**src/rtl/cfs_algn_pkg.sv**
```systemverilog
// Shared types and helpers for the aligner core: default bus geometry, byte/offset/size
// types and the (offset,size) legality rule used for both rx chunks and ctrl settings.
package cfs_algn_pkg;

  localparam int unsigned DEF_DATA_WIDTH = 32;
  localparam int unsigned DEF_B          = DEF_DATA_WIDTH / 8;

  typedef logic [7:0]                   byte_t;
  typedef logic [$clog2(DEF_B)-1:0]     offset_t;
  typedef logic [$clog2(DEF_B):0]       size_t;

  // A chunk is legal when it carries at least one byte and does not run past lane B-1.
  function automatic logic chunk_legal(input int offset, input int size, input int nbytes);
    return (size >= 1) && (offset + size <= nbytes);
  endfunction

endpackage

```
**src/rtl/cfs_algn_byte_buf.sv**
```systemverilog
// 2B-byte FIFO-ordered shift buffer: shifts out consumed head bytes, then appends a
// lane range of the incoming word at the tail, in one cycle.
module cfs_algn_byte_buf
  import cfs_algn_pkg::*;
#(
  parameter  int unsigned B  = DEF_B,
  localparam int unsigned OW = $clog2(B),
  localparam int unsigned SW = $clog2(B) + 1,
  localparam int unsigned LW = SW + 1,
  localparam int unsigned IW = $clog2(2 * B)
) (
  input  logic          clk,
  input  logic          reset_n,
  input  logic          clr_i,
  input  logic [SW-1:0] shift_cnt_i,
  input  logic          app_en_i,
  input  logic [8*B-1:0] app_data_i,
  input  logic [OW-1:0] app_off_i,
  input  logic [SW-1:0] app_size_i,
  output logic [8*B-1:0] head_o,
  output logic [LW-1:0] lvl_o
);

  byte_t         mem_q [2*B];
  byte_t         mem_d [2*B];
  byte_t         app_bytes [B];
  logic [LW-1:0] lvl_q, lvl_d;

  always_comb begin
    for (int k = 0; k < B; k++) app_bytes[k] = app_data_i[8*k +: 8];
  end

  // Shift first, then append behind the post-shift level.
  // NOTE: combinational blocks use blocking '=' and give every output a default first, so no latch is inferred.
  always_comb begin
    int            sh;
    int            lvl_s;
    logic [IW-1:0] idx;
    logic [OW-1:0] lane;
    sh    = int'(shift_cnt_i);
    lvl_s = int'(lvl_q) - sh;
    idx   = '0;
    lane  = '0;
    for (int i = 0; i < 2 * B; i++) begin
      mem_d[i] = 8'h00;
      if (i + sh < 2 * B) begin
        idx      = IW'(i + sh);
        mem_d[i] = mem_q[idx];
      end
      if (app_en_i && (i >= lvl_s) && (i < lvl_s + int'(app_size_i))) begin
        lane     = OW'(int'(app_off_i) + i - lvl_s);
        mem_d[i] = app_bytes[lane];
      end
    end
    lvl_d = LW'(lvl_s + (app_en_i ? int'(app_size_i) : 0));
    if (clr_i) lvl_d = '0;
  end

  // NOTE: the byte storage is reset along with the level so nothing downstream can ever see X.
  always_ff @(posedge clk or negedge reset_n) begin
    if (!reset_n) begin
      lvl_q <= '0;
      for (int i = 0; i < 2 * B; i++) mem_q[i] <= 8'h00;
    end else begin
      lvl_q <= lvl_d;
      mem_q <= mem_d;
    end
  end

  always_comb begin
    head_o = '0;
    for (int k = 0; k < B; k++) head_o[8*k +: 8] = mem_q[k];
  end

  assign lvl_o = lvl_q;

endmodule

```
**src/rtl/cfs_algn_core.sv**
```systemverilog
// Byte realigner: accumulates variable rx chunks in order and emits ctrl_size-byte
// chunks placed at ctrl_offset; holds the output register and load/flow control.
module cfs_algn_core
  import cfs_algn_pkg::*;
#(
  parameter  int unsigned DATA_WIDTH   = DEF_DATA_WIDTH,
  localparam int unsigned B            = DATA_WIDTH / 8,
  localparam int unsigned OFFSET_WIDTH = $clog2(B),
  localparam int unsigned SIZE_WIDTH   = $clog2(B) + 1
) (
  input  logic                    clk,
  input  logic                    reset_n,
  input  logic                    rx_valid,
  input  logic [DATA_WIDTH-1:0]   rx_data,
  input  logic [OFFSET_WIDTH-1:0] rx_offset,
  input  logic [SIZE_WIDTH-1:0]   rx_size,
  output logic                    rx_ready,
  output logic                    tx_valid,
  output logic [DATA_WIDTH-1:0]   tx_data,
  output logic [OFFSET_WIDTH-1:0] tx_offset,
  output logic [SIZE_WIDTH-1:0]   tx_size,
  input  logic                    tx_ready,
  input  logic [OFFSET_WIDTH-1:0] ctrl_offset,
  input  logic [SIZE_WIDTH-1:0]   ctrl_size,
  input  logic                    clr,
  output logic [SIZE_WIDTH:0]     buf_lvl,
  output logic                    busy,
  output logic                    err_illegal
);

  logic                    cfg_legal, rx_legal;
  logic                    load, rx_acc, append;
  logic [DATA_WIDTH-1:0]   head;
  byte_t                   head_bytes [B];
  logic [DATA_WIDTH-1:0]   tx_data_d;
  logic [SIZE_WIDTH-1:0]   shift_cnt;

  logic                    tx_valid_q;
  logic [DATA_WIDTH-1:0]   tx_data_q;
  logic [OFFSET_WIDTH-1:0] tx_offset_q;
  logic [SIZE_WIDTH-1:0]   tx_size_q;
  logic                    err_q;

  assign cfg_legal = chunk_legal(int'(ctrl_offset), int'(ctrl_size), int'(B));
  assign rx_legal  = chunk_legal(int'(rx_offset), int'(rx_size), int'(B));

  // Load when the output register is free or draining this cycle; clr wins over load.
  assign load = cfg_legal && !clr && (int'(buf_lvl) >= int'(ctrl_size)) &&
                (!tx_valid_q || tx_ready);

  // Room for a full B-byte chunk after this cycle's load; deliberately ignores rx_* inputs.
  assign rx_ready  = (int'(buf_lvl) - (load ? int'(ctrl_size) : 0)) <= int'(B);
  assign rx_acc    = rx_valid && rx_ready;
  assign append    = rx_acc && rx_legal && !clr;
  assign shift_cnt = load ? ctrl_size : '0;

  cfs_algn_byte_buf #(.B(B)) u_buf (
    .clk        (clk),
    .reset_n    (reset_n),
    .clr_i      (clr),
    .shift_cnt_i(shift_cnt),
    .app_en_i   (append),
    .app_data_i (rx_data),
    .app_off_i  (rx_offset),
    .app_size_i (rx_size),
    .head_o     (head),
    .lvl_o      (buf_lvl)
  );

  always_comb begin
    for (int k = 0; k < B; k++) head_bytes[k] = head[8*k +: 8];
  end

  // Oldest ctrl_size bytes land in lanes ctrl_offset.. ascending; other lanes stay zero.
  always_comb begin
    logic [OFFSET_WIDTH-1:0] idx;
    idx       = '0;
    tx_data_d = '0;
    for (int l = 0; l < B; l++) begin
      if ((l >= int'(ctrl_offset)) && (l < int'(ctrl_offset) + int'(ctrl_size))) begin
        idx                  = OFFSET_WIDTH'(l - int'(ctrl_offset));
        tx_data_d[8*l +: 8]  = head_bytes[idx];
      end
    end
  end

  // NOTE: sequential state is updated only with non-blocking '<=' so every register samples pre-edge values.
  always_ff @(posedge clk or negedge reset_n) begin
    if (!reset_n) begin
      tx_valid_q  <= 1'b0;
      tx_data_q   <= '0;
      tx_offset_q <= '0;
      tx_size_q   <= '0;
      err_q       <= 1'b0;
    end else begin
      err_q <= rx_acc && !rx_legal;
      if (load) begin
        tx_valid_q  <= 1'b1;
        tx_data_q   <= tx_data_d;
        tx_offset_q <= ctrl_offset;
        tx_size_q   <= ctrl_size;
      end else if (tx_ready) begin
        tx_valid_q  <= 1'b0;
      end
    end
  end

  assign tx_valid    = tx_valid_q;
  assign tx_data     = tx_data_q;
  assign tx_offset   = tx_offset_q;
  assign tx_size     = tx_size_q;
  assign err_illegal = err_q;
  assign busy        = (buf_lvl != '0) || tx_valid_q;

endmodule

```
**config.mk**
```make
export PLATFORM = sky130hd
export DESIGN_NAME = cfs_algn_core
export DESIGN_NICKNAME = d
export VERILOG_FILES = /design/src/rtl/cfs_algn_pkg.sv /design/src/rtl/cfs_algn_byte_buf.sv /design/src/rtl/cfs_algn_core.sv
export SDC_FILE = /design/constraint.sdc
export NUM_CORES = 1
export LEC_CHECK = 0
export CORE_AREA = 2 2 95 189
export CTS_CLUSTER_SIZE = 25
export DETAILED_ROUTE_END_ITERATION = 8
export DIE_AREA = 0 0 97 191
export GPL_ROUTABILITY_DRIVEN = 1
export PLACE_DENSITY = 0.73
export SLEW_MARGIN = 10
export SYNTH_ARGS = -nofsm -noshare
export SYNTH_HDL_FRONTEND = slang
export SYNTH_SLANG_ARGS = --single-unit
```
**constraint.sdc**
```tcl
create_clock -name clk -period 6.73 [get_ports clk]
set_input_delay 1.346 -clock clk [delete_from_list [all_inputs] [get_ports clk]]
set_output_delay 1.346 -clock clk [all_outputs]
set_load 0.1 [all_outputs]
```
# After elaboration in Yosys (flattened, before gate mapping)
# Cells that the tools add are included.
word_totals:
  reg_bits: 107
  input_bits: 47
  output_inout_bits: 45
  word_cells: 251
op_classes:
  addsub: 39
  n_lt_le_gt_ge: 57
  muxes: 86
  bitwise: 20
  reduce_logical: 35
ops:
  columns: ["operator", "n"]
  rows:
  - ["2-to-1 mux 8 bit", 60]
  - ["less-than comparator 32 x 4 -> 1 bit, second input constant", 7]
  - ["binary-select mux 8 bit (select 2 bit)", 12]
  - ["binary-select mux 8 bit (select 3 bit)", 8]
  - ["less-than comparator 4 x 32 -> 1 bit, first input constant", 4]
  - ["less-than comparator 3 x 32 -> 1 bit, first input constant", 3]
  - ["less-than comparator 1 x 32 -> 1 bit, first input constant", 2]
  - ["less-than comparator 2 x 32 -> 1 bit, first input constant", 2]
  - ["greater-or-equal comparator 3 bit, second input constant", 12]
  - ["inverter 2 -> 3 bit", 12]
  - ["greater-or-equal comparator 4 bit, second input constant", 8]
  - ["<= comparator 32 x 4 -> 1 bit, second input constant", 1]
  - ["inverter 3 -> 4 bit", 8]
  - ["logical AND 1 bit", 28]
  - ["greater-or-equal comparator 4 x 5 -> 1 bit, first input constant", 4]
  - ["adder 3 x 3 -> 4 bit, first input constant", 4]
  - ["subtractor 2 bit", 8]
  - ["adder 3 bit, first input constant", 4]
  - ["greater-or-equal comparator 3 x 5 -> 1 bit, first input constant", 2]
  - ["subtractor 4 x 3 -> 5 bit", 2]
  - ["2-to-1 mux 3 bit", 3]
  - ["adder 2 bit, second input constant", 4]
  - ["adder 2 x 3 -> 4 bit", 2]
  - ["adder 2 x 3 -> 4 bit, first input constant", 2]
  - ["other kinds (24)", 35]

# Logic depth before layout (Yosys ltp)
# Gate-level depths: netlist of run 1.
logic_depth:
  depth_word: 15
  depth_mapped: 24
  ltp_nobuf: 21

# By module
# Synthesis of run 1 repeated with hierarchy kept, for this count alone.
unflattened:
  hier_cells: 838
  area_unflattened_um2: 10062.2
by_module_without_submodules:
  columns: ["mod", "instances", "cells_per_inst", "area_each_um2"]
  rows:
  - ["cfs_algn_byte_buf", 1, 572, 6993.0]
  - ["cfs_algn_core", 1, 266, 3069.2]

# Worst setup path after synthesis of run 1
# Ideal clock, no wire load.
synth_timing:
  kind: "input to register"
  startpoint: "input ctrl_offset[0]"
  endpoint: "register u_buf.mem_q[29] (netlist bit)"
  t_arrival_ps: 6337
  setup_slack_ps: 328
  cell_stages: 23
  path_buffers: 4
  cell_sequence: "ha_1 fa_1 xnor2_1 o21bai_2 nand4b_4 nor2_4 nand2_4 inv_6 buf_8 buf_6 buf_4 ha_1 fa_1 inv_1 ha_1 a21o_1 a211oi_1 a21oi_1 o311ai_1 a211oi_2 clkbuf_1 a2111oi_0 a21o_1"
synth_rtl:
  columns: ["element", "line_no", "rtl"]
  rows:
  - ["start: declaration", "cfs_algn_core.sv:23", "input logic [OFFSET_WIDTH-1:0] ctrl_offset,"]
  - ["end signal: assignment", "cfs_algn_byte_buf.sv:66", "mem_q <= mem_d;"]
  - ["end: declaration", "cfs_algn_byte_buf.sv:24", "byte_t mem_q [2*B];"]

# Final worst setup path of run 1
layout_timing:
  startpoint: "input ctrl_size[0]"
  endpoint: "output rx_ready"
layout_between:
  elab_chain_cells: 9
  elab_cells_between_ends: 11
layout_rtl:
  columns: ["element", "line_no", "rtl"]
  rows:
  - ["start: declaration", "cfs_algn_core.sv:24", "input logic [SIZE_WIDTH-1:0] ctrl_size,"]
  - ["adder 2 x 3 -> 4 bit", "cfs_algn_pkg.sv:14", "return (size >= 1) && (offset + size <= nbytes);"]
  - ["<= comparator 32 x 4 -> 1 bit", "cfs_algn_pkg.sv:14", null]
  - ["logical AND 1 bit", "cfs_algn_pkg.sv:14", null]
  - ["logical AND 1 bit (3 in series)", "cfs_algn_core.sv:48", "assign load = cfg_legal && !clr && (int'(buf_lvl) >= int'(ctrl_size)) &&"]
  - ["2-to-1 mux 3 bit *", "cfs_algn_core.sv:52", "assign rx_ready = (int'(buf_lvl) - (load ? int'(ctrl_size) : 0)) <= int'(B);"]
  - ["subtractor 4 x 3 -> 5 bit *", "cfs_algn_core.sv:52", null]
  - ["<= comparator 5 x 4 -> 1 bit *", "cfs_algn_core.sv:52", null]
  - ["end: declaration", "cfs_algn_core.sv:17", "output logic rx_ready,"]
# Mark *: on every way between the ends. The rest lies on a longest branch, timed or not.

==> results of run 1 <==
==> cell families after synthesis <==
kind of cell,count (synthesis),synth area share
AO/OA/AOI/OAI,245,0.193
AND/OR/NAND/NOR,197,0.0972
multiplexers,193,0.312
flip-flops,107,0.289
buffers and inverters,89,0.0425
adder cells (fa/ha/maj),35,0.0513
XOR/XNOR,15,0.0150
==> layout by cell type, fill, tap and decap left out, types with 7 or more instances in the layout <==
| master | count |
|---|---|
| a2111o_1 | 8 |
| inv_1 | 28 |
| nor2_1 | 38 |
| a2111oi_0 | 8 |
| mux4_2 | 72 |
| o2bb2ai_1 | 8 |
| a221o_1 | 17 |
| xnor2_1 | 10 |
| dfrtp_1 | 107 |
| o211ai_1 | 9 |
| buf_4 | 33 |
| a21oi_1 | 40 |
| a211oi_1 | 10 |
| mux2i_1 | 72 |
| a22o_1 | 24 |
| a31oi_1 | 7 |
| clkbuf_16 | 9 |
| a21o_1 | 13 |
| o21ai_0 | 51 |
| ha_1 | 30 |
| clkdlybuf4s50_1 | 88 |
| mux2_2 | 49 |
| o31ai_1 | 24 |
| nand2_1 | 114 |
| nand2b_1 | 8 |
==> flip-flops by register name (all words and copies together) (netlist names) <==
name	cells
tx_data	32
u_buf.mem_q	32
err_illegal	1
tx_valid	1
u_buf.head_o	32
tx_offset	2
u_buf.lvl_o	4
tx_size	3
==> through the flow <==
stage	util	setup WS, ns	total power, W	instances	hold WS (ns)
global route	0.626	0.00838	0.00542	1173	0.518
floorplan	-	0.328	0.00367	881	0.727
finish	0.626	0.209	0.00517	1173	0.487
detailed placement	0.610	-0.00432	0.00460	1157	0.472
CTS	0.626	0.205	0.00513	1173	0.490
global placement	0.610	0.107	0.00453	1157	0.465
==> report_power, final <==
part | internal [W] | switching (W) | total, W
registers | 0.000911 | 0.000326 | 0.00124
clock network | 0.000266 | 0.000263 | 0.000529
logic | 0.00130 | 0.00210 | 0.00341
==> cell type report <==
class,instances,area [sq um]
inverters,32,125
repair buffers,123,1150
fillers,1377,6390
well taps,210,263
multi-input cells,685,6210
flip-flops and latches,107,2680
clock buffers,12,246
clock inverters,4,35.0
==> final timing paths <==
path	startpoint	cells past startpoint	endpoint	slack, ns
worst max-delay path	ctrl_size[0]	14	rx_ready	0.21
min in group asynchronous	reset_n	1	tx_data[28]	1.08
worst min register to register	tx_size[1]	2	tx_size[1]	0.49
worst max register to register	u_buf.lvl_o[2]	19	u_buf.mem_q[18]	1.49
worst min-delay path	tx_size[1]	2	tx_size[1]	0.49
max in group asynchronous	reset_n	2	u_buf.mem_q[28]	4.47
==> worst max-delay path, delay by kind of cell <==
family	cells	cell delay, ns
AOI/OAI and AO/OA	2	0.52
adders and majority gates	3	0.95
xor gates and xnor gates	1	0.24
and+or+nand+nor	4	1.03
buffers and inverters	4	1.08
==> per-layer routing <==
layer / track usage / routed length (microns) / vias up
li1: - / - / 3554
met1: 0.360 / 10500 / 3871
met2: 0.539 / 14500 / 351
met3: 0.0285 / 1400 / 66
met4: 0.123 / 1040 / 0
met5: 0 / 0 / -
==> key figures, run 1 <==
Status
  • Status: completed

Worst setup path
  • CP Class: input port to primary output
  • Req. time, crit path: 5.38 ns
  • Crit path max fanout: 18
  • Slowest cell delay on critical path: 0.49 ns
  • CP startpoint kind: input port
  • Most frequent CP cell: ha_1
  • CP arrival: 5.18 ns
  • CP cell instances: clkdlybuf4s50_1, ha_1, fa_1, xnor2_1, o21bai_2, nand4b_4, buf_4, nor3_2, inv_1, ha_1, nor2b_1, or4b_1, a31o_2, buf_12
  • Crit end category: primary output
  • Slowest CP cell: or4b_1

Power and ir drop
  • PD cells: a little under 500 nW/um^2
  • VDD IR max: 0.000384 V
  • Leak pwr: ~4.3 nW

Synth
  • Synth Flop Type: dfrtp_1
  • Yosys reg bits: 107
  • Post-Syn Instances: 881
  • Top cell type's share of synthesized area: 0.289
  • Syn nets: 963
  • Register area share after synthesis: 0.289
  • Top post-synthesis cells by area: dfrtp_1, mux4_2, mux2i_1
  • Top cell type by total area after synthesis: dfrtp_1
  • Synth Cell Area: 9270 sq um
  • Post-synth EDFFs: 0
  • Synth cell count leaders: nand2_1, dfrtp_1, mux2i_1, mux4_2, o21ai_0
  • Ys async rst share: 1.00
  • Count leader, synth: nand2_1
  • Syn avg cell area: 10.5 sq um
  • Synth Warn #: 0
  • Count of different cell masters after synthesis: 72

Floorplanning
  • Die area: 18,500 sq um
  • Die span in x: around 97 microns
  • IO Pins: 92
  • Die Y: 191 microns
  • Initial Util: 0.542
  • Core area: 17,100 sq um
  • # rows: 68

CTS
  • Clock Tree Buf Depth: 2
  • Hold Buf Count CTS: 0
  • Cts bufs inserted: 9
  • Post-CTS setup buffers: 0
  • Clock Latency Late Sink: around 0.37 ns
  • Clk slew on worst S/H paths: 0.07 ns
  • Clk sink count: 107
  • TritonCTS clock tree: yes
  • H-tree level count: 3
  • Post-CTS Resized: 0
  • Root Driver: clkbuf_16

Timing
  • Crit share post-route: 0.969
  • Max_slew headroom: 0.249
  • Setup repair after global routing missed its margin: no
  • FMAX: 153 MHz
  • Final setup viols: 0
  • Final Max Tran Viols: 0
  • Minimum clock period: 6.52 ns
  • Worst-Margin Slew: roughly 1.1 ns
  • Fin. Hold Viols: 0
  • Final Skew: between 0.01 and 0.015 ns
  • Setup_tns: 0 ns

Detailed routing
  • WL/cell: 23.4 microns
  • Post-Route WL: 27.5 mm
  • Vias per cell: 6.69
  • Pre-antenna DRT Iters: 5
  • Drt initial violations: 579
  • DR vias: roughly 8k
  • DR DRC count: 0
  • Routed Antenna Nets: 0

GRT
  • Largest net degree at the start of global routing: 62
  • Total gr overflow: 0
  • Initial antenna violation count: 0
  • First-pass GRT wire length: 43.0 mm
  • Global routing usage summed across all routing layers: 0.298
  • Vias in the first global route: 7,781

Layout
  • Diodes inserted: 0
  • Fin area: 10,700 sq um
  • Fraction of layout cells with a size suffix above 1: 0.202
  • Nets: around 1.0k
  • Area added between synthesis and finish: 15.5%

Hold path
  • Worst hold path class: flop to flop

Placement
  • RePlAce Congestion: ~0.96
  • Placed instance area: 10,400 sq um
  • Detailed Place HPWL: around 21 mm
  • PortBufs: 91

Job
  • Max-Cap Viols: 0
Note: power is estimated with default switching activity, not from simulation.
==> run 2, diff against run 1 <==
Settings changed: CTS_CLUSTER_SIZE 25 to 24, SLEW_MARGIN 10 to 20.
==> results of run 2 <==
The final DEF is identical to that of run 1; final timing and power are the same.
==> run 3, diff against run 2 <==
Settings changed: CAP_MARGIN from default to 20, RECOVER_POWER from default to 100.
==> run 3 against run 2 <==
  * The run now ends with max-capacitance violations, max-slew violations left
  * Global-route usage increased by 0.12 points
  * Count of clock-buffer cells in the layout decreased by 2
  * First-iteration DRC count increased by 6.9%
  * Fmax increased by 0.69%
  * Sequential share of layout area about the same
  * Wire length increased by 0.45%
  * Die area unchanged
  * Critical path depth increased by 1
  * Clock power increased by 2%
==> key figures, run 3 (synthesis results as in run 1) <==
CTS
  • Clk sink count: 107
  • TritonCTS clock tree: yes
  • Root Driver: clkbuf_16
  • Clock Tree Buf Depth: 2
  • Clock Latency Late Sink: about 0.37 ns
  • H-tree level count: 3
  • Clk slew on worst S/H paths: around 0.07 ns
  • Cts bufs inserted: 9

Timing
  • Fin. Hold Viols: 0
  • Setup repair after global routing missed its margin: no
  • Setup_tns: 0 ns
  • Minimum clock period: between 6 and 7 ns
  • Final setup viols: 0
  • Worst-Margin Slew: 3.44 ns
  • Final Skew: 0.0111 ns
  • FMAX: 154 MHz
  • Final Max Tran Viols: slightly above 60
  • Max_slew headroom: -1.29
  • Crit share post-route: 0.962

GRT
  • Largest net degree at the start of global routing: 62
  • Total gr overflow: 0
  • Global routing usage summed across all routing layers: 0.299
  • Initial antenna violation count: 0
  • First-pass GRT wire length: ~43 mm
  • Vias in the first global route: 7,880

Placement
  • Cell total after placement: 1,159
  • RePlAce Congestion: 0.956
  • PortBufs: 91
  • Placed instance area: 10,500 sq um
  • Detailed Place HPWL: 21.2 mm

Worst setup path
  • CP arrival: 5.13 ns
  • Most frequent CP cell: ha_1
  • CP cell instances: clkdlybuf4s50_1, inv_1, ha_1, a211o_1, a31oi_2, nand4b_4, nor2_4, nand2_4, inv_6, ha_1, fa_1, nand2_1, a2111oi_2, a31o_1, buf_6
  • Critical path's top delay family: adder cells
  • Worst Reg-to-Reg Cells: 19
  • Worst r2r src: u_buf.lvl_o[2]
  • CP startpoint kind: input port
  • Flop2flop setup slack: 1.53 ns
  • Slowest cell delay on critical path: ~0.67 ns
  • Crit end category: primary output
  • Reg2Reg Capture Point: u_buf.mem_q[22]
  • Req. time, crit path: 5.38 ns
  • Slowest CP cell: fa_1
  • Levels on crit path: 15
  • Buf+Inv Stages, Crit Path: 4
  • CP Class: input port to primary output
  • Crit path max fanout: 5

Hold path
  • Hold depth: 2
  • Worst hold path class: flop to flop
  • HP Start: tx_offset[0]
  • Hold Crit Endpoint: tx_offset[0]

Layout
  • Fill cell count: between 1k and 1.5k
  • Area added between synthesis and finish: 15.3%
  • Fraction of layout cells with a size suffix above 1: 0.189
  • Post-Layout Cell Count: 1,173
  • Diodes inserted: 0
  • Fin area: 10,700 sq um
  • Register area: 2680 sq um
  • Most common cell after layout, fill and taps aside: nand2_1
  • Most frequent cells in the layout: nand2_1, dfrtp_1, mux2i_1, mux4_2, o21ai_0
  • Nets: between 1k and 1.5k
  • Multi-input gate area: 6190 sq um

Detailed routing
  • Pre-antenna DRT Iters: 5
  • Drt initial violations: ~620
  • Vias per cell: 6.74
  • DR vias: 7,908
  • WL/cell: 23.5 microns
  • Routed Antenna Nets: 0
  • DR DRC count: 0
  • Post-Route WL: 27.6 mm

Status
  • Failing checks: max-capacitance violations, max-slew violations
  • Status: complete, but fails checks

Power and ir drop
  • Total power draw: 0.00513 W
  • Net Switching: ~0.0027 W
  • Combinational share of power: 0.653
  • Seq pwr share: 0.241
  • Switching share of power: 0.521
  • VDD IR max: 0.000350 V
  • Clock group share of total power: 0.106
  • Leak pwr: 4.35 nW
  • P_int: 0.00246 W
  • PD cells: 480 nW/um^2

Floorplanning
  • Die area: 18,500 sq um
  • Core area: 17,100 sq um
  • # rows: 68
  • Die Y: 191 microns
  • Die span in x: slightly below 100 microns
  • IO Pins: about 90
  • Initial Util: 0.542

Job
  • Max-Cap Viols: 1
-- run 3: cell count changes in the layout (fill, tap and decap cells not counted), moves of 2 or more --
cell	previous run	this run
dlygate4sd3_1	0	44
a211oi_1	10	12
clkdlybuf4s50_1	88	44
a211oi_2	4	2
clkbuf_1	2	6
clkbuf_2	0	2
buf_4	33	27
clkinvlp_4	0	2
clkinv_4	3	1
-- run 3: worst min-delay path: stages (launching register included) --
cell and delay [ns]:
dfrtp_1 0.34, nand2_1 0.04, o21ai_0 0.06
-- run 3: per-stage QoR --
| step | hold WS (ns) | utilization | setup slack (ns) |
|---|---|---|---|
| global placement | 0.465 | 0.610 | 0.107 |
| global route | 0.513 | 0.625 | 0.0645 |
| floorplan | 0.727 | - | 0.328 |
| detailed placement | 0.472 | 0.612 | -0.0146 |
| finish | 0.481 | 0.625 | 0.253 |
| CTS | 0.490 | 0.628 | 0.192 |
-- run 3: final cells by class --
type                    instances  share of cell area
clock buffers                  10              0.0214
clock inverters                 4             0.00503
inverters                      32              0.0117
well taps                     210              0.0246
flip-flops and latches        107               0.250
multi-input cells             685               0.579
repair buffers                125               0.108
-- run 3: how the worst max path moves through the flow --
stage	from	endpoint	slack, ns
6_report	ctrl_size[2]	rx_ready	0.25
5_1_grt	ctrl_size[2]	u_buf.mem_q[31]	0.06
4_1_cts	ctrl_size[0]	rx_ready	0.19
3_5_place_dp	ctrl_size[2]	u_buf.mem_q[22]	-0.01
3_3_place_gp	ctrl_size[2]	u_buf.mem_q[22]	0.11
2_1_floorplan	ctrl_offset[0]	u_buf.mem_q[29]	0.33
-- run 3: routing by layer --
layer	vias up	GRT usage	routed length [microns]
met5	-	0	0
li1	3562	-	-
met1	3935	0.363	10700
met4	0	0.124	1140
met2	340	0.537	14400
met3	71	0.0325	1360
-- run 3: timing repair --
action	4_1_cts	5_1_grt
setup buffers	0	0
gates resized for setup	0	1
setup endpoints to repair	0	1
hold buffers	0	0
-- run 3: power groups by stage --
stage	Combinational [W]	Clock (W)	Sequential, W
floorplan	0.00189	0	0.00178
global placement	0.00332	0	0.00121
detailed placement	0.00338	0	0.00123
CTS	0.00339	0.000542	0.00122
global route	0.00354	0.000564	0.00127
finish	0.00335	0.000541	0.00124
==> edit 1: new RTL, settings of run 3 <==
The output `err_illegal` loses its register stage (`err_q` becomes a continuous assignment).
--- a/src/rtl/cfs_algn_core.sv
+++ b/src/rtl/cfs_algn_core.sv
@@ -91,9 +91,7 @@
       tx_data_q   <= '0;
       tx_offset_q <= '0;
       tx_size_q   <= '0;
-      err_q       <= 1'b0;
     end else begin
-      err_q <= rx_acc && !rx_legal;
       if (load) begin
         tx_valid_q  <= 1'b1;
         tx_data_q   <= tx_data_d;
@@ -105,6 +103,8 @@
     end
   end
 
+  assign err_q = rx_acc && !rx_legal;
+
   assign tx_valid    = tx_valid_q;
   assign tx_data     = tx_data_q;
   assign tx_offset   = tx_offset_q;
Behaviour: not the same (a bounded check fails within 4 cycles, from zero or initial values and one cycle with reset_n low).
==> edit 1 against run 3 <==
The run still ends with max-capacitance violations, max-slew violations left. Total power up 1.5%. Die area stayed put. Area after synthesis down 0.27%. Design area is 0.61% higher. Non-clock buffer count increased by 4. Setup slack got worse by 0.032 ns. Wire length is 4.0% higher. Combinational power rose by 2%. Sequential cell count decreased by 1. Global-route usage increased by 1.4 points. Largest cell class unchanged.
==> edit 1: results (changes against run 3) <==
worst_setup_path:
  cp-endpoint: "err_illegal"
  r2r-end: "u_buf.mem_q[28]$_DFF_PN0_"
  rrSetupSlack_ns: 1.55  # +0.02 ns
  reg2reg_depth: 21  # +2
  crit_arrival_ns: 5.16  # +0.03 ns
  critPathTopFamily: "simple AND/OR/NAND/NOR gates"
  slowest_delay_ns: 0.54  # -0.13 ns
  critPathSlowestCell: "clkdlybuf4s50_1"
  crit_fanout: 4  # -1
power:
  p_int_mw: 2.48  # +0.95%
  ir_worst_vdd_mv: 0.342  # -2.2%
  leakagePower_nw: 4.38  # +0.83%
worst_hold_path:
  hold_class: "reg2reg"
  min_from: "tx_data[7]$_DFFE_PN0N_"
  worstHoldEndpoint: "tx_data[7]$_DFFE_PN0N_"
timing:
  slew_headroom: -1.33  # -0.0339
  fmax_ghz: 0.154  # -0.50%
  slew_violations: 61  # -1.6%
  fin_hold_ws_ns: 0.482  # +0.000583 ns
  finClkSkew_ns: 0.0103  # -0.000799 ns
routing:
  met1_length_um: 11000  # +2.6%
  vias_per_cell: 6.72  # -0.30%
  routedWlPerCell_um: 24.3  # +3.6%
  wl_met2_um: 14700  # +2.1%
  wl_met3_um: 1630  # +20%
  drtIter0Drc: 450  # -27%
clocking:
  clk_pin_slew_ns: 0.08
  root_buffer: "clkbuf_16"
  clk_path_buf_depth: 2  # unchanged
global_routing:
  grt_pass1_vias: 7871  # -0.11%
  track_usage: 0.313  # +0.0143
  grt_pass1_wl_um: 44900  # +3.6%
  antenna_found_initial: 0  # unchanged
  grt_max_degree: 61  # -1.6%
placed_design:
  finalWeightedCongestion: 0.942  # -1.5%
  post-place-ws_ns: 0.0587  # +0.0733 ns
  dp.final_hpwl_um: 21900  # +3.4%
outcome:
  outcome: "complete, but fails checks"
  violations: "max-capacitance violations, max-slew violations"
run:
  cap_violations: 1  # unchanged
logic_synthesis:
  synth.mux.area_fraction: 0.313  # +0.000845
  synth_fa_ha_area_frac: 0.0514  # +0.000139
  synthTopCellsByCount: "nand2_1, dfrtp_1, mux2i_1, mux4_2, o21ai_0"
  syn-num-nets: 962  # -0.10%
  synthTopCellsByArea: "dfrtp_1, mux4_2, mux2i_1"
  synth_compound_area_frac: 0.194  # +0.000523
  seq_area_frac_synth: 0.287  # -0.00192
  synthXorXnorAreaFrac: 0.0150  # +0.0000405
cells_and_area:
  diodes: 0  # unchanged
  nets: 1045  # +0.29%
  drive_gt1_frac: 0.199  # +0.0104
## edit 1: per-stage QoR
stage	std cells	instance area (um2)
floorplan	880	9260
global placement	1160	10500
detailed placement	1161	10500
CTS	1177	10800
global route	1178	10800
finish	1178	10800
## edit 1: cell type report
class	count	area [um2]
clock buffer	9	225
clock inverter	7	85.1
sequential	106	2650
timing repair buffer	129	1200
inverter	32	125
fill	1408	6350
tap	210	263
multi-input combinational	685	6200
## edit 1: power groups by stage
stage          Sequential (mW)  Combinational [mW]  Clock (mW)
2_1_floorplan             1.76                1.91           0
3_3_place_gp              1.20                3.38           0
3_5_place_dp              1.21                3.44           0
4_1_cts                   1.21                3.46       0.573
5_1_grt                   1.25                3.62       0.600
6_report                  1.22                3.41       0.571
## edit 1: per-layer routing
layer | up-vias | GRT usage
met1 | 3951 | 0.387
li1 | 3570 | -
met4 | 0 | 0.149
met5 | - | 0
met3 | 55 | 0.0395
met2 | 342 | 0.543
==> edit 2: new RTL, config.mk and constraints of run 3 <==
Without the edit above. Change the package constant `DEF_DATA_WIDTH` from 32 to 16.
--- a/src/rtl/cfs_algn_pkg.sv
+++ b/src/rtl/cfs_algn_pkg.sv
@@ -2,7 +2,7 @@
 // types and the (offset,size) legality rule used for both rx chunks and ctrl settings.
 package cfs_algn_pkg;
 
-  localparam int unsigned DEF_DATA_WIDTH = 32;
+  localparam int unsigned DEF_DATA_WIDTH = 16;
   localparam int unsigned DEF_B          = DEF_DATA_WIDTH / 8;
 
   typedef logic [7:0]                   byte_t;
Ports: changed (9 resized); port bits go from 92 to 53. The function was not compared with the original's and may differ.
==> edit 2 against run 3 <==
The flow still finishes with violations (max-capacitance violations, max-slew violations). Sequential cell count decreased by 51. Sequential power shrank 48%. Total power fell by 53%. Wire length is 61% lower. Register-to-register slack gained 0.76 ns. Design area down 55%. Setup slack better by 0.29 ns. Via count shrank 59%. Sequential share of layout area up 4.0 points. Fmax increased by 4.7%. Count of clock-buffer cells in the layout decreased by 5. Area after synthesis fell by 58%. Largest power group unchanged. Highest routed layer unchanged.
==> edit 2: results (changes against run 3) <==
outcome:
  outcome: "complete, but fails checks"
  violations: "max-capacitance violations, max-slew violations"
worst_setup_path:
  slowest_delay_ns: 0.45  # -0.22 ns
  crit_fanout: 9  # +4
  reg2reg_depth: 15  # -4
  startpoint: "ctrl_offset"
routing:
  routedWlPerCell_um: 17.4  # -26%
  wl_met3_um: 801  # -41%
  wl_met2_um: 5230  # -64%
  vias_per_cell: 5.28  # -22%
timing:
  slew_violations: 57  # -8.1%
  slew_headroom: -1.02  # +0.276
  fmax_ghz: 0.162  # +4.7%
  fin_hold_ws_ns: 0.474  # -0.00658 ns
global_routing:
  grt_max_degree: 57  # -8.1%
  use_met1: 0.149  # -0.214
  grt_pass1_vias: 3045  # -61%
  gr-usage-met2: 0.192  # -0.346
clocking:
  insertion_delay_ns: 0.30  # -0.07 ns
logic_synthesis:
  synthDistinctLibCells: 52  # -28%
  syn-num-nets: 400  # -58%
  synthTopCellsByArea: "dfrtp_1, mux2_2, mux4_2"
placed_design:
  post-place-ws_ns: 0.454  # +0.469 ns
  dp.final_hpwl_um: 7560  # -64%
  io_buffers: 52  # -43%
power:
  ir_worst_vdd_mv: 0.204  # -42%
  p_int_mw: 1.16  # -53%
  p_sw_mw: 1.28  # -52%
  seq_power_share: 0.265  # +0.024
  comb_power_share: 0.625  # -0.028
  leakagePower_nw: 2.10  # -52%
run:
  cap_violations: 1  # unchanged
cells_and_area:
  nets: 447  # -57%
  nFillCells: 1749  # +25%
worst_hold_path:
  worstHoldEndpoint: "tx_size[0]$_DFFE_PN0N_"
[edit 2: per-stage QoR]
step / util / cells / area (um2)
after floorplan: - / 355 / 3910
after CTS: 0.284 / 613 / 4850
final: 0.282 / 613 / 4820
after global placement: 0.275 / 605 / 4700
after detailed placement: 0.275 / 605 / 4700
after global routing: 0.282 / 613 / 4820
[edit 2: kinds of logic after synthesis]
family          Yosys count  synth area share
compound gates           90             0.187
simple gates             81             0.108
mux                      67             0.234
flops                    56             0.359
buf+inv                  40            0.0420
fa+ha+maj                18            0.0634
xor+xnor                  3           0.00673
[edit 2: area by class of cell]
type / instances / area [um2] / area share
multi-input cells: 259 / 2340 / 0.485
inverters: 16 / 60.1 / 0.0125
well taps: 210 / 263 / 0.0545
clock buffers: 5 / 125 / 0.0260
repair buffers: 64 / 608 / 0.126
clock inverters: 3 / 22.5 / 0.00467
flip-flops and latches: 56 / 1400 / 0.291
[edit 2: tightest hold or removal path: stages (launching register included)]
cell and delay, ns:
dfrtp_1 0.34, nand2_1 0.05, nand2_1 0.05
